==> config.mk <==
export PLATFORM = sky130hd
export DESIGN_NAME = dla_window_gen_flat
export DESIGN_NICKNAME = d
export VERILOG_FILES = /design/src/rtl/dla_window_gen_if.sv /design/src/rtl/dla_window_gen.sv /design/src/flat_wrapper.sv
export SDC_FILE = /design/constraint.sdc
export NUM_CORES = 1
export LEC_CHECK = 0
export CAP_MARGIN = 0
export CORE_MARGIN = 1
export CORE_UTILIZATION = 60
export CTS_CLUSTER_SIZE = 10
export DETAILED_ROUTE_END_ITERATION = 10
export GPL_TIMING_DRIVEN = 1
export HOLD_SLACK_MARGIN = 0.02
export PLACE_DENSITY = 0.82
export RECOVER_POWER = 100
export SYNTH_ARGS = -nofsm -noshare
export SYNTH_HDL_FRONTEND = slang
export SYNTH_SLANG_ARGS = --single-unit
==> constraint.sdc <==
create_clock -name clk -period 10 [get_ports clk]
set_input_delay 1.5 -clock clk [delete_from_list [all_inputs] [get_ports clk]]
set_output_delay 1.5 -clock clk [all_outputs]
set_load 0.005 [all_outputs]
==> src/rtl/dla_window_gen_if.sv <==
// rtl/dla_window_gen_if.sv - handshake bundle between the ifm feeder, the window generator and the PE array
// Optional feature macro: DLA_WIN_PAD_EN (adds pad_en, sampled at start)
// Signals:
//   start, in_width, in_height [, pad_en] : channel configuration, start is a one-cycle pulse
//   in_valid, in_data, in_ready           : row-major pixel stream into the generator
//   stall                                 : PE pipeline stall
//   win_valid, win_data, out_row, out_col,
//   row_change, channel_done              : window stream towards the PE array
//   busy, cfg_err                         : status
interface dla_window_gen_if #(
  parameter int DATA_W = 8,
  parameter int DIM_W  = 7
);
  logic                  start;
  logic [DIM_W-1:0]      in_width;
  logic [DIM_W-1:0]      in_height;
`ifdef DLA_WIN_PAD_EN
  logic                  pad_en;
`endif
  logic                  in_valid;
  logic [DATA_W-1:0]     in_data;
  logic                  in_ready;
  logic                  stall;
  logic                  win_valid;
  logic [9*DATA_W-1:0]   win_data;
  logic [DIM_W-1:0]      out_row;
  logic [DIM_W-1:0]      out_col;
  logic                  row_change;
  logic                  channel_done;
  logic                  busy;
  logic                  cfg_err;

  modport master (
`ifdef DLA_WIN_PAD_EN
    output pad_en,
`endif
    output start, in_width, in_height, in_valid, in_data, stall,
    input  in_ready, win_valid, win_data, out_row, out_col,
    input  row_change, channel_done, busy, cfg_err
  );

  modport slave (
`ifdef DLA_WIN_PAD_EN
    input  pad_en,
`endif
    input  start, in_width, in_height, in_valid, in_data, stall,
    output in_ready, win_valid, win_data, out_row, out_col,
    output row_change, channel_done, busy, cfg_err
  );
endinterface

==> src/rtl/dla_window_gen.sv <==
// rtl/dla_window_gen.sv - 3x3 convolution window generator with two line buffers
// Optional feature macro: DLA_WIN_PAD_EN (zero-padded "same" windows, pad_en input, FLUSH state)
// Ports:
//   clk         : clock
//   rst         : synchronous active-high reset
//   bus (slave) : configuration, pixel stream in, stall, window stream out, busy/cfg_err
module dla_window_gen #(
  parameter int MAX_W  = 64,
  parameter int DATA_W = 8,
  parameter int DIM_W  = 7
) (
  input logic             clk,
  input logic             rst,
  dla_window_gen_if.slave bus
);
  localparam int AW = $clog2(MAX_W);
  localparam logic [DIM_W:0] MAX_W_V = (DIM_W+1)'(MAX_W);

`ifdef DLA_WIN_PAD_EN
  typedef enum logic [2:0] {S_IDLE, S_FILL, S_RUN, S_DONE, S_FLUSH} state_t;
`else
  typedef enum logic [2:0] {S_IDLE, S_FILL, S_RUN, S_DONE} state_t;
`endif

  state_t              state_q, state_d;
  logic [DIM_W-1:0]    x_q, y_q;
  // Last x/y step of the scan; padded mode scans one extra virtual column and row.
  logic [DIM_W-1:0]    lim_x_q, lim_y_q;
  logic [DATA_W-1:0]   lb0 [MAX_W];   // row y-1
  logic [DATA_W-1:0]   lb1 [MAX_W];   // row y-2
  logic [DATA_W-1:0]   col_a [3];     // column x-2, top to bottom
  logic [DATA_W-1:0]   col_b [3];     // column x-1
  logic [DATA_W-1:0]   new_col [3];   // column x
  logic [9*DATA_W-1:0] win_next;
  logic [AW-1:0]       idx;
  logic                pad_q, pad_sel, size_ok, cfg_ok;
  logic                in_ready_c, busy_c, vstep, accept, step;
  logic                vcol, wrap, last, emit, top_zero, left_zero;
  logic [DIM_W-1:0]    off;

  logic                win_valid_q, row_change_q, channel_done_q, cfg_err_q;
  logic [9*DATA_W-1:0] win_data_q;
  logic [DIM_W-1:0]    out_row_q, out_col_q;

`ifdef DLA_WIN_PAD_EN
  assign pad_sel = bus.pad_en;
  always_ff @(posedge clk) begin
    if (rst) pad_q <= 1'b0;
    else if (cfg_ok) pad_q <= bus.pad_en;
  end
`else
  assign pad_sel = 1'b0;
  assign pad_q   = 1'b0;
`endif

  assign size_ok = pad_sel ?
      (bus.in_width >= DIM_W'(2) && {1'b0, bus.in_width} <= MAX_W_V && bus.in_height >= DIM_W'(2)) :
      (bus.in_width >= DIM_W'(3) && {1'b0, bus.in_width} <= MAX_W_V && bus.in_height >= DIM_W'(3));
  assign cfg_ok  = (state_q == S_IDLE) && bus.start && size_ok;

  // The padded right column (x == W) is virtual: it consumes no input pixel.
  assign vcol      = pad_q && (x_q == lim_x_q);
  assign wrap      = (x_q == lim_x_q);
  assign last      = wrap && (y_q == lim_y_q);
  assign off       = pad_q ? DIM_W'(1) : DIM_W'(2);
  assign top_zero  = pad_q && (y_q == DIM_W'(1));
  assign left_zero = pad_q && (x_q == DIM_W'(1));
  assign idx       = x_q[AW-1:0];
  assign accept    = bus.in_valid && in_ready_c;
  assign step      = accept || vstep;
  assign emit      = step && (y_q >= off) && (x_q >= off);

  always_ff @(posedge clk) begin
    if (rst) state_q <= S_IDLE;
    else     state_q <= state_d;
  end

  always_comb begin
    state_d    = state_q;
    in_ready_c = 1'b0;
    vstep      = 1'b0;
    busy_c     = (state_q != S_IDLE);
    case (state_q)
      S_IDLE: if (bus.start && size_ok) state_d = S_FILL;
      S_FILL, S_RUN: begin
        in_ready_c = !bus.stall && !vcol;
        vstep      = !bus.stall && vcol;
        if ((bus.in_valid && in_ready_c) || vstep) begin
          if (last) state_d = S_DONE;
          else if (wrap) begin
            if (y_q >= DIM_W'(1)) state_d = S_RUN;
`ifdef DLA_WIN_PAD_EN
            if (pad_q && (y_q + DIM_W'(1)) == lim_y_q) state_d = S_FLUSH;
`endif
          end
        end
      end
`ifdef DLA_WIN_PAD_EN
      S_FLUSH: begin
        vstep = !bus.stall;
        if (vstep && last) state_d = S_DONE;
      end
`endif
      S_DONE:  state_d = S_IDLE;
      default: state_d = S_IDLE;
    endcase
  end

  // New column plus the two stored ones; the stored columns of a fresh row are stale,
  // but windows only use them once they hold the current row (or are zero-masked).
  always_comb begin
    new_col[0] = vcol  ? '0 : lb1[idx];
    new_col[1] = vcol  ? '0 : lb0[idx];
    new_col[2] = vstep ? '0 : bus.in_data;
    win_next   = '0;
    for (int r = 0; r < 3; r++) begin
      if (!(r == 0 && top_zero)) begin
        if (!left_zero) win_next[DATA_W*(3*r) +: DATA_W] = col_a[r];
        win_next[DATA_W*(3*r+1) +: DATA_W] = col_b[r];
        win_next[DATA_W*(3*r+2) +: DATA_W] = new_col[r];
      end
    end
  end

  always_ff @(posedge clk) begin
    if (accept) begin
      lb1[idx] <= lb0[idx];
      lb0[idx] <= bus.in_data;
    end
  end

  always_ff @(posedge clk) begin
    if (rst) begin
      x_q            <= '0;
      y_q            <= '0;
      lim_x_q        <= '0;
      lim_y_q        <= '0;
      for (int r = 0; r < 3; r++) begin
        col_a[r] <= '0;
        col_b[r] <= '0;
      end
      win_valid_q    <= 1'b0;
      win_data_q     <= '0;
      out_row_q      <= '0;
      out_col_q      <= '0;
      row_change_q   <= 1'b0;
      channel_done_q <= 1'b0;
      cfg_err_q      <= 1'b0;
    end else begin
      cfg_err_q <= (state_q == S_IDLE) && bus.start && !size_ok;
      if (cfg_ok) begin
        x_q     <= '0;
        y_q     <= '0;
        lim_x_q <= pad_sel ? bus.in_width  : bus.in_width  - DIM_W'(1);
        lim_y_q <= pad_sel ? bus.in_height : bus.in_height - DIM_W'(1);
      end else if (step) begin
        for (int r = 0; r < 3; r++) begin
          col_a[r] <= col_b[r];
          col_b[r] <= new_col[r];
        end
        if (wrap) begin
          x_q <= '0;
          y_q <= y_q + DIM_W'(1);
        end else begin
          x_q <= x_q + DIM_W'(1);
        end
      end
      // Outputs freeze under stall; a new window can only appear when not stalled.
      if (!bus.stall) begin
        win_valid_q    <= emit;
        row_change_q   <= emit && (x_q == off) && (y_q != off);
        channel_done_q <= emit && last;
        if (emit) begin
          win_data_q <= win_next;
          out_row_q  <= y_q - off;
          out_col_q  <= x_q - off;
        end
      end
    end
  end

  assign bus.in_ready     = in_ready_c;
  assign bus.busy         = busy_c;
  assign bus.cfg_err      = cfg_err_q;
  assign bus.win_valid    = win_valid_q;
  assign bus.win_data     = win_data_q;
  assign bus.out_row      = out_row_q;
  assign bus.out_col      = out_col_q;
  assign bus.row_change   = row_change_q;
  assign bus.channel_done = channel_done_q;
endmodule

==> src/flat_wrapper.sv <==
// flat-port wrapper written by rule: the top's interface ports become plain ports
module dla_window_gen_flat 
#(
  parameter int MAX_W  = 64,
  parameter int DATA_W = 8,
  parameter int DIM_W  = 7
)
  (clk, rst, bus_start, bus_in_width, bus_in_height, bus_in_valid, bus_in_data, bus_stall, bus_in_ready, bus_win_valid, bus_win_data, bus_out_row, bus_out_col, bus_row_change, bus_channel_done, bus_busy, bus_cfg_err);
  dla_window_gen_if #(.DATA_W(DATA_W), .DIM_W(DIM_W)) bus_i ();
  input logic clk;
  input logic rst;
  input wire logic [$bits(bus_i.start)-1:0] bus_start;
  input wire logic [$bits(bus_i.in_width)-1:0] bus_in_width;
  input wire logic [$bits(bus_i.in_height)-1:0] bus_in_height;
  input wire logic [$bits(bus_i.in_valid)-1:0] bus_in_valid;
  input wire logic [$bits(bus_i.in_data)-1:0] bus_in_data;
  input wire logic [$bits(bus_i.stall)-1:0] bus_stall;
  output wire logic [$bits(bus_i.in_ready)-1:0] bus_in_ready;
  output wire logic [$bits(bus_i.win_valid)-1:0] bus_win_valid;
  output wire logic [$bits(bus_i.win_data)-1:0] bus_win_data;
  output wire logic [$bits(bus_i.out_row)-1:0] bus_out_row;
  output wire logic [$bits(bus_i.out_col)-1:0] bus_out_col;
  output wire logic [$bits(bus_i.row_change)-1:0] bus_row_change;
  output wire logic [$bits(bus_i.channel_done)-1:0] bus_channel_done;
  output wire logic [$bits(bus_i.busy)-1:0] bus_busy;
  output wire logic [$bits(bus_i.cfg_err)-1:0] bus_cfg_err;
  assign bus_i.start = bus_start;
  assign bus_i.in_width = bus_in_width;
  assign bus_i.in_height = bus_in_height;
  assign bus_i.in_valid = bus_in_valid;
  assign bus_i.in_data = bus_in_data;
  assign bus_i.stall = bus_stall;
  assign bus_in_ready = bus_i.in_ready;
  assign bus_win_valid = bus_i.win_valid;
  assign bus_win_data = bus_i.win_data;
  assign bus_out_row = bus_i.out_row;
  assign bus_out_col = bus_i.out_col;
  assign bus_row_change = bus_i.row_change;
  assign bus_channel_done = bus_i.channel_done;
  assign bus_busy = bus_i.busy;
  assign bus_cfg_err = bus_i.cfg_err;
  dla_window_gen #(.MAX_W(MAX_W), .DATA_W(DATA_W), .DIM_W(DIM_W)) u_core (.clk(clk), .rst(rst), .bus(bus_i));
endmodule
== Word-level counts from Yosys, hierarchy flattened ==
Memory sizes are Yosys's and may differ from the RTL's. A register that Yosys moved wholly into a read port is not among the register bits.
Cells that the tools add are included.

* RAM bits: 1,072
* Register bits: 121
* Output and inout bits: 92
* Input port bits: 27
* Memories: 4
* Word-level logic and storage cells: 93

{| class="wikitable"
|+ Memory list
! memory !! words !! width !! rd ports !! clocked after Yosys merged registers in !! write ports !! line !! text
|-
| u_core.lb0 || 64 || 8 || 1 || 1 || 1 || dla_window_gen.sv:29 || <nowiki>logic [DATA_W-1:0] lb0 [MAX_W];</nowiki>
|-
| u_core.lb1 || 64 || 8 || 1 || 1 || 1 || dla_window_gen.sv:30 || <nowiki>logic [DATA_W-1:0] lb1 [MAX_W];</nowiki>
|-
| u_core.col_a || 3 || 8 || 3 || 3 || 3 || dla_window_gen.sv:31 || <nowiki>logic [DATA_W-1:0] col_a [3];</nowiki>
|-
| u_core.col_b || 3 || 8 || 3 || 0 || 3 || dla_window_gen.sv:32 || <nowiki>logic [DATA_W-1:0] col_b [3];</nowiki>
|}

* Reduce and logical (&&, ||, !) cells: 23
* Add/subtract/negate cells: 6
* Mux-type cells: 25
* Bitwise logic cells: 7
* Equality and inequality tests: 10
* $lt $le $gt $ge: 6

{| class="wikitable"
|+ Operators with widths
! cell !! number
|-
| $mux W8 || 6
|-
| $ge A7 B2 Y1 const B || 4
|-
| $mux W6 || 4
|-
| $mux W3 || 5
|-
| $add A7 B1 Y7 const B || 2
|-
| $eq A7 B7 Y1 || 2
|-
| $logic_and A1 B1 Y1 || 14
|-
| $sub A7 B1 Y7 const B || 2
|-
| $sub A7 B2 Y7 const B || 2
|-
| $mux W1 || 8
|-
| $eq A7 B2 Y1 const B || 1
|-
| $ge A7 B1 Y1 const B || 1
|-
| $le A7 B7 Y1 const B || 1
|-
| $mux W7 || 1
|-
| $ne A7 B2 Y1 const B || 1
|-
| $ne A3 B1 Y1 const B || 2
|-
| $or A1 B1 Y1 || 6
|-
| $pmux W3 S2 || 1
|-
| $ne A2 B1 Y1 const B || 2
|-
| $reduce_and A2 Y1 || 2
|-
| $reduce_and A4 Y1 || 1
|-
| $reduce_or A2 Y1 || 2
|-
| $eq A3 B1 Y1 const B || 1
|-
| $eq A3 B2 Y1 const B || 1
|-
| other kinds (4) || 5
|}

== Longest topological paths before layout ==
* Word-level depth: 9
* Mapped depth: 10
* Mapped depth without buffers: 7

== Worst setup path after synthesis ==
OpenSTA, ideal clock, no wires.

* Kind: input to register
* Start point: in bus_in_height[4]
* End point: mem u_core.col_a[0][0] (enable)
* Library setup time: 0.464 ns
* Data required time: 9.536 ns
* Path buffers: 2
* Path slack: 4.789 ns
* Cell stages on the path: 6
* Arrival time: 4.747 ns
* Path through: nor4_1 a22o_1 nor3_1 buf_2 buf_1 o21bai_1

{| class="wikitable"
|+ RTL lines
! item !! line !! text
|-
| from (decl) || flat_wrapper.sv:14 || <nowiki>input wire logic [$bits(bus_i.in_height)-1:0] bus_in_height;</nowiki>
|-
| to (decl) || dla_window_gen.sv:31 ||
|}

==> qor.csv <==
stage,metric,value,unit
timing,setup_viol,0,
global_route,gr-total-overflow,0,
pwr,p_seq_share,54.0,%
critical_path,reg2reg_setup_slack,2.83,ns
global_route,grt_pass1_wl,164000,um
pwr,internal-power,8.20,mW
pwr,total_power,10.4,mW
cells_and_area,synthToLayoutAreaGrowth,12.2,%
drt,post-route-drc-count,0,
timing,hold_viol,0,
critical_path,cp_max_fo,64,
synthesis,yosysWarnings,0,
cts,holdBufCountCts,0,
drt,drt-total-wl,112000,um
pwr,leakage,16.1,nW
cells_and_area,nFillCells,4964,
drt,wl_met3,10200,um
die,die_h,281,um
synthesis,synth-edff-count,1072,
critical_path,r2r-end,u_core.lb1[63][0],
status,outcome,"complete, but fails checks",
pwr,p_comb_share,4.1,%
placement,place_area,49000,um^2
timing,max_slew_margin,-179,%
synthesis,synthesis.nets,3002,
placement,place_congestion,0.906,
timing,final.setup.tns,0,ns
critical_path,critical_path_class,reg2reg,
critical_path,ff2ff_path_depth,8,
cts,cts.sink_count,1198,
critical_path,crit_path_cell_trace,buf_4 > clkbuf_1 > mux2i_1 > a22oi_1 > nand3_1 > nand4_1 > o41ai_1 > inv_2,
global_route,grt_max_degree,125,
drt,ant_nets,0,
run,drv_cap,13,
critical_path,start_kind,register,
drt,drt-initial-drc-count,3257,
critical_path,slowest_stage,clkbuf_1,
synthesis,yosysSeqAreaShare,74.2,%
worst_hold_path,hp-class,reg2reg,
cells_and_area,utilization,67.9,%
cts,numCtsBuffers,138,
die,die_x,281,um
pwr,clkPwrFrac,41.8,%
cells_and_area,drive_gt1_share,6.62,%
synthesis,synthDistinctLibCells,54,
pwr,cellPowerDensity,198,nW/um^2
placement,numPlacedInstances,4019,
die,boundaryPins,119,
critical_path,crit_path_max_incr_delay,2.86,ns
worst_hold_path,min_from,u_core.bus.win_data[60],
die,dieArea,79100,um^2
cells_and_area,layout.nets,3168,
die,start_util,60.5,%
cts,worstSkewPairLatency,0.71,ns
timing,setup_slack,2.83,ns
critical_path,end_kind,register,
synthesis,syn_inst,2956,
worst_hold_path,hold_end,u_core.bus.win_data[60],
global_route,grt_usage,28.4,%
pwr,peakVddDrop,0.182,mV
global_route,grt_pass1_vias,26800,
die,num_rows,102,
synthesis,synth_area_leaders,"edfxtp_1 (69%), mux2i_1 (11%), dfxtp_1 (5.4%)",
synthesis,synth-seq-cells,1198,
placement,hpwlAfterDp,64000,um
synthesis,yosys.area.top_type,edfxtp_1,
cts,clockRootBuffer,clkbuf_16,
timing,fin_crit,7.17,ns
timing,rsz0062_at_grt,false,
cells_and_area,stdcell_count,4213,
cts,htreeDepth,4,
drt,vias_per_cell,6.33,
global_route,antenna_found_initial,3,
pwr,switchingPower,2.17,mW
pwr,p_sw_share,20.9,%
synthesis,ys.flop_type,edfxtp_1,
die,core_area,77300,um^2
placement,io_buffer_count,118,
drt,routed.top_layer,met5,
critical_path,cp_top_family,buffers and inverters,
timing,holdWs,0.453,ns
drt,wl_met2,55100,um
drt,m1WireLength,41700,um
cts,clockBufferDepth,3,
timing,worstMarginPinSlew,4.19,ns
cts,cts-resized-gates,0,
timing,period_share,71.7,%
synthesis,synth_top_area_share,68.8,%
cells_and_area,design_area,52500,um^2
critical_path,crit_buf_inv,3,
critical_path,arrival,7.48,ns
critical_path,cp_data_required_time,10.31,ns
worst_hold_path,holdPathStages,2,
synthesis,syn_avg_cell_area,15.8,um^2
cts,cts_setup_buffers,0,
timing,clock_skew,0.0257,ns
drt,wire_per_inst,26.6,um
drt,num_vias,26700,
cts,tritoncts,built,
drt,dr.pass1.iters,6,
timing,drv_slew,843,
synthesis,ys_async_sr_fraction,0,%
synthesis,synth_area,46800,um^2
cts,clk_pin_slew,0.06,ns
placement,post-place-ws,4.89,ns
timing,max_freq,140,MHz
status,violations,"capacitance limit, slew limit",
[synth_stat cells, types with 33 or more instances]
library cell / count
o22ai_1: 104
nand2_1: 201
mux2i_1: 512
a21oi_1: 94
a22oi_1: 98
nor3_1: 39
clkbuf_1: 63
edfxtp_1: 1072
buf_2: 67
nor2_1: 191
dfxtp_1: 126
nand3_1: 40
buf_4: 33
and2_1: 34
[cell families after synthesis]
| family | share of synthesized area (%) |
|---|---|
| AND/OR/NAND/NOR | 5.86 |
| flip-flops | 74.2 |
| XOR/XNOR | 0.749 |
| multiplexers | 11.0 |
| AO/OA/AOI/OAI | 5.58 |
| buffers and inverters | 2.17 |
| adder cells (fa/ha/maj) | 0.508 |
[power groups by stage]
stage / logic (mW) / registers, mW / clock network [mW]
floorplan: 0.206 / 5.69 / 0
global placement: 0.407 / 5.70 / 0
detailed placement: 0.424 / 5.70 / 0
CTS: 0.428 / 5.60 / 4.37
global route: 0.446 / 5.61 / 4.56
finish: 0.428 / 5.61 / 4.34
[state kept, by name (all words and copies together) (netlist names), named ones only]
name / count
u_core.lim_x_q: 7
u_core.bus.win_valid: 1
u_core.col_b: 24
u_core.lb1: 512
u_core.bus.out_row: 7
u_core.x_q: 7
u_core.state_q: 2
u_core.lb0: 512
u_core.bus.win_data: 48
u_core.y_q: 7
u_core.lim_y_q: 7
u_core.bus.channel_done: 1
u_core.bus.row_change: 1
u_core.bus.cfg_err: 1
bus_win_data: 24
u_core.col_a: 24
u_core.bus.out_col: 7
[tightest hold or removal path: stages (launching register included)]
cell	delay, ns
dfxtp_1	0.30
nand2_1	0.05
a21oi_1	0.05
[cell usage in the layout, fill, tap and decap left out, types with 10 or more instances in the layout]
master | synthesis | routed
clkbuf_1 | 63 | 105
nor3_1 | 39 | 38
nor2_1 | 191 | 191
or4_1 | 10 | 10
nand3_1 | 40 | 40
nand3b_1 | 18 | 18
o21ai_0 | 27 | 34
xnor2_1 | 28 | 28
inv_1 | 23 | 16
a21oi_1 | 94 | 94
xor2_1 | 12 | 12
buf_4 | 33 | 21
nand4_1 | 22 | 22
clkbuf_16 | 0 | 141
and2_0 | 0 | 19
dfxtp_1 | 126 | 125
o41ai_1 | 9 | 17
dlygate4sd3_1 | 0 | 94
edfxtp_1 | 1072 | 1072
mux2i_1 | 512 | 512
a211oi_1 | 28 | 29
ha_1 | 19 | 19
o22ai_1 | 104 | 104
a22oi_1 | 98 | 98
nand2_1 | 201 | 201
and2_1 | 34 | 14
clkdlybuf4s50_1 | 0 | 15
[routing by layer]
layer / track usage, % / up-vias
li1: - / 11600
met1: 35.8 / 13400
met2: 47.1 / 1389
met3: 6.19 / 276
met4: 13.4 / 6
met5: 0.625 / -
[worst max path at each step]
stage | from | endpoint | depth (start not counted)
floorplan | bus_in_height[4] | u_core.col_a[0][0] | 6
global placement | bus_stall | u_core.lb1[14][5] | 6
detailed placement | bus_stall | u_core.lb1[30][6] | 6
CTS | register | u_core.lb1[30][2] | 8
global route | register | u_core.lb1[7][1] | 9
finish | register | u_core.lb1[63][0] | 8
[area by class of cell]
class,count,area [um^2],area share (%)
clock inverters,9,105,0.200
diodes,2,5.00,0.00953
well taps,1040,1300,2.48
inverters,23,86.3,0.164
clock buffers,180,3670,7.00
repair buffers,206,1580,3.00
flip-flops and latches,1198,34700,66.1
multi-input cells,1555,11100,21.0
No activity file was read; power rests on OpenSTA's default activity.
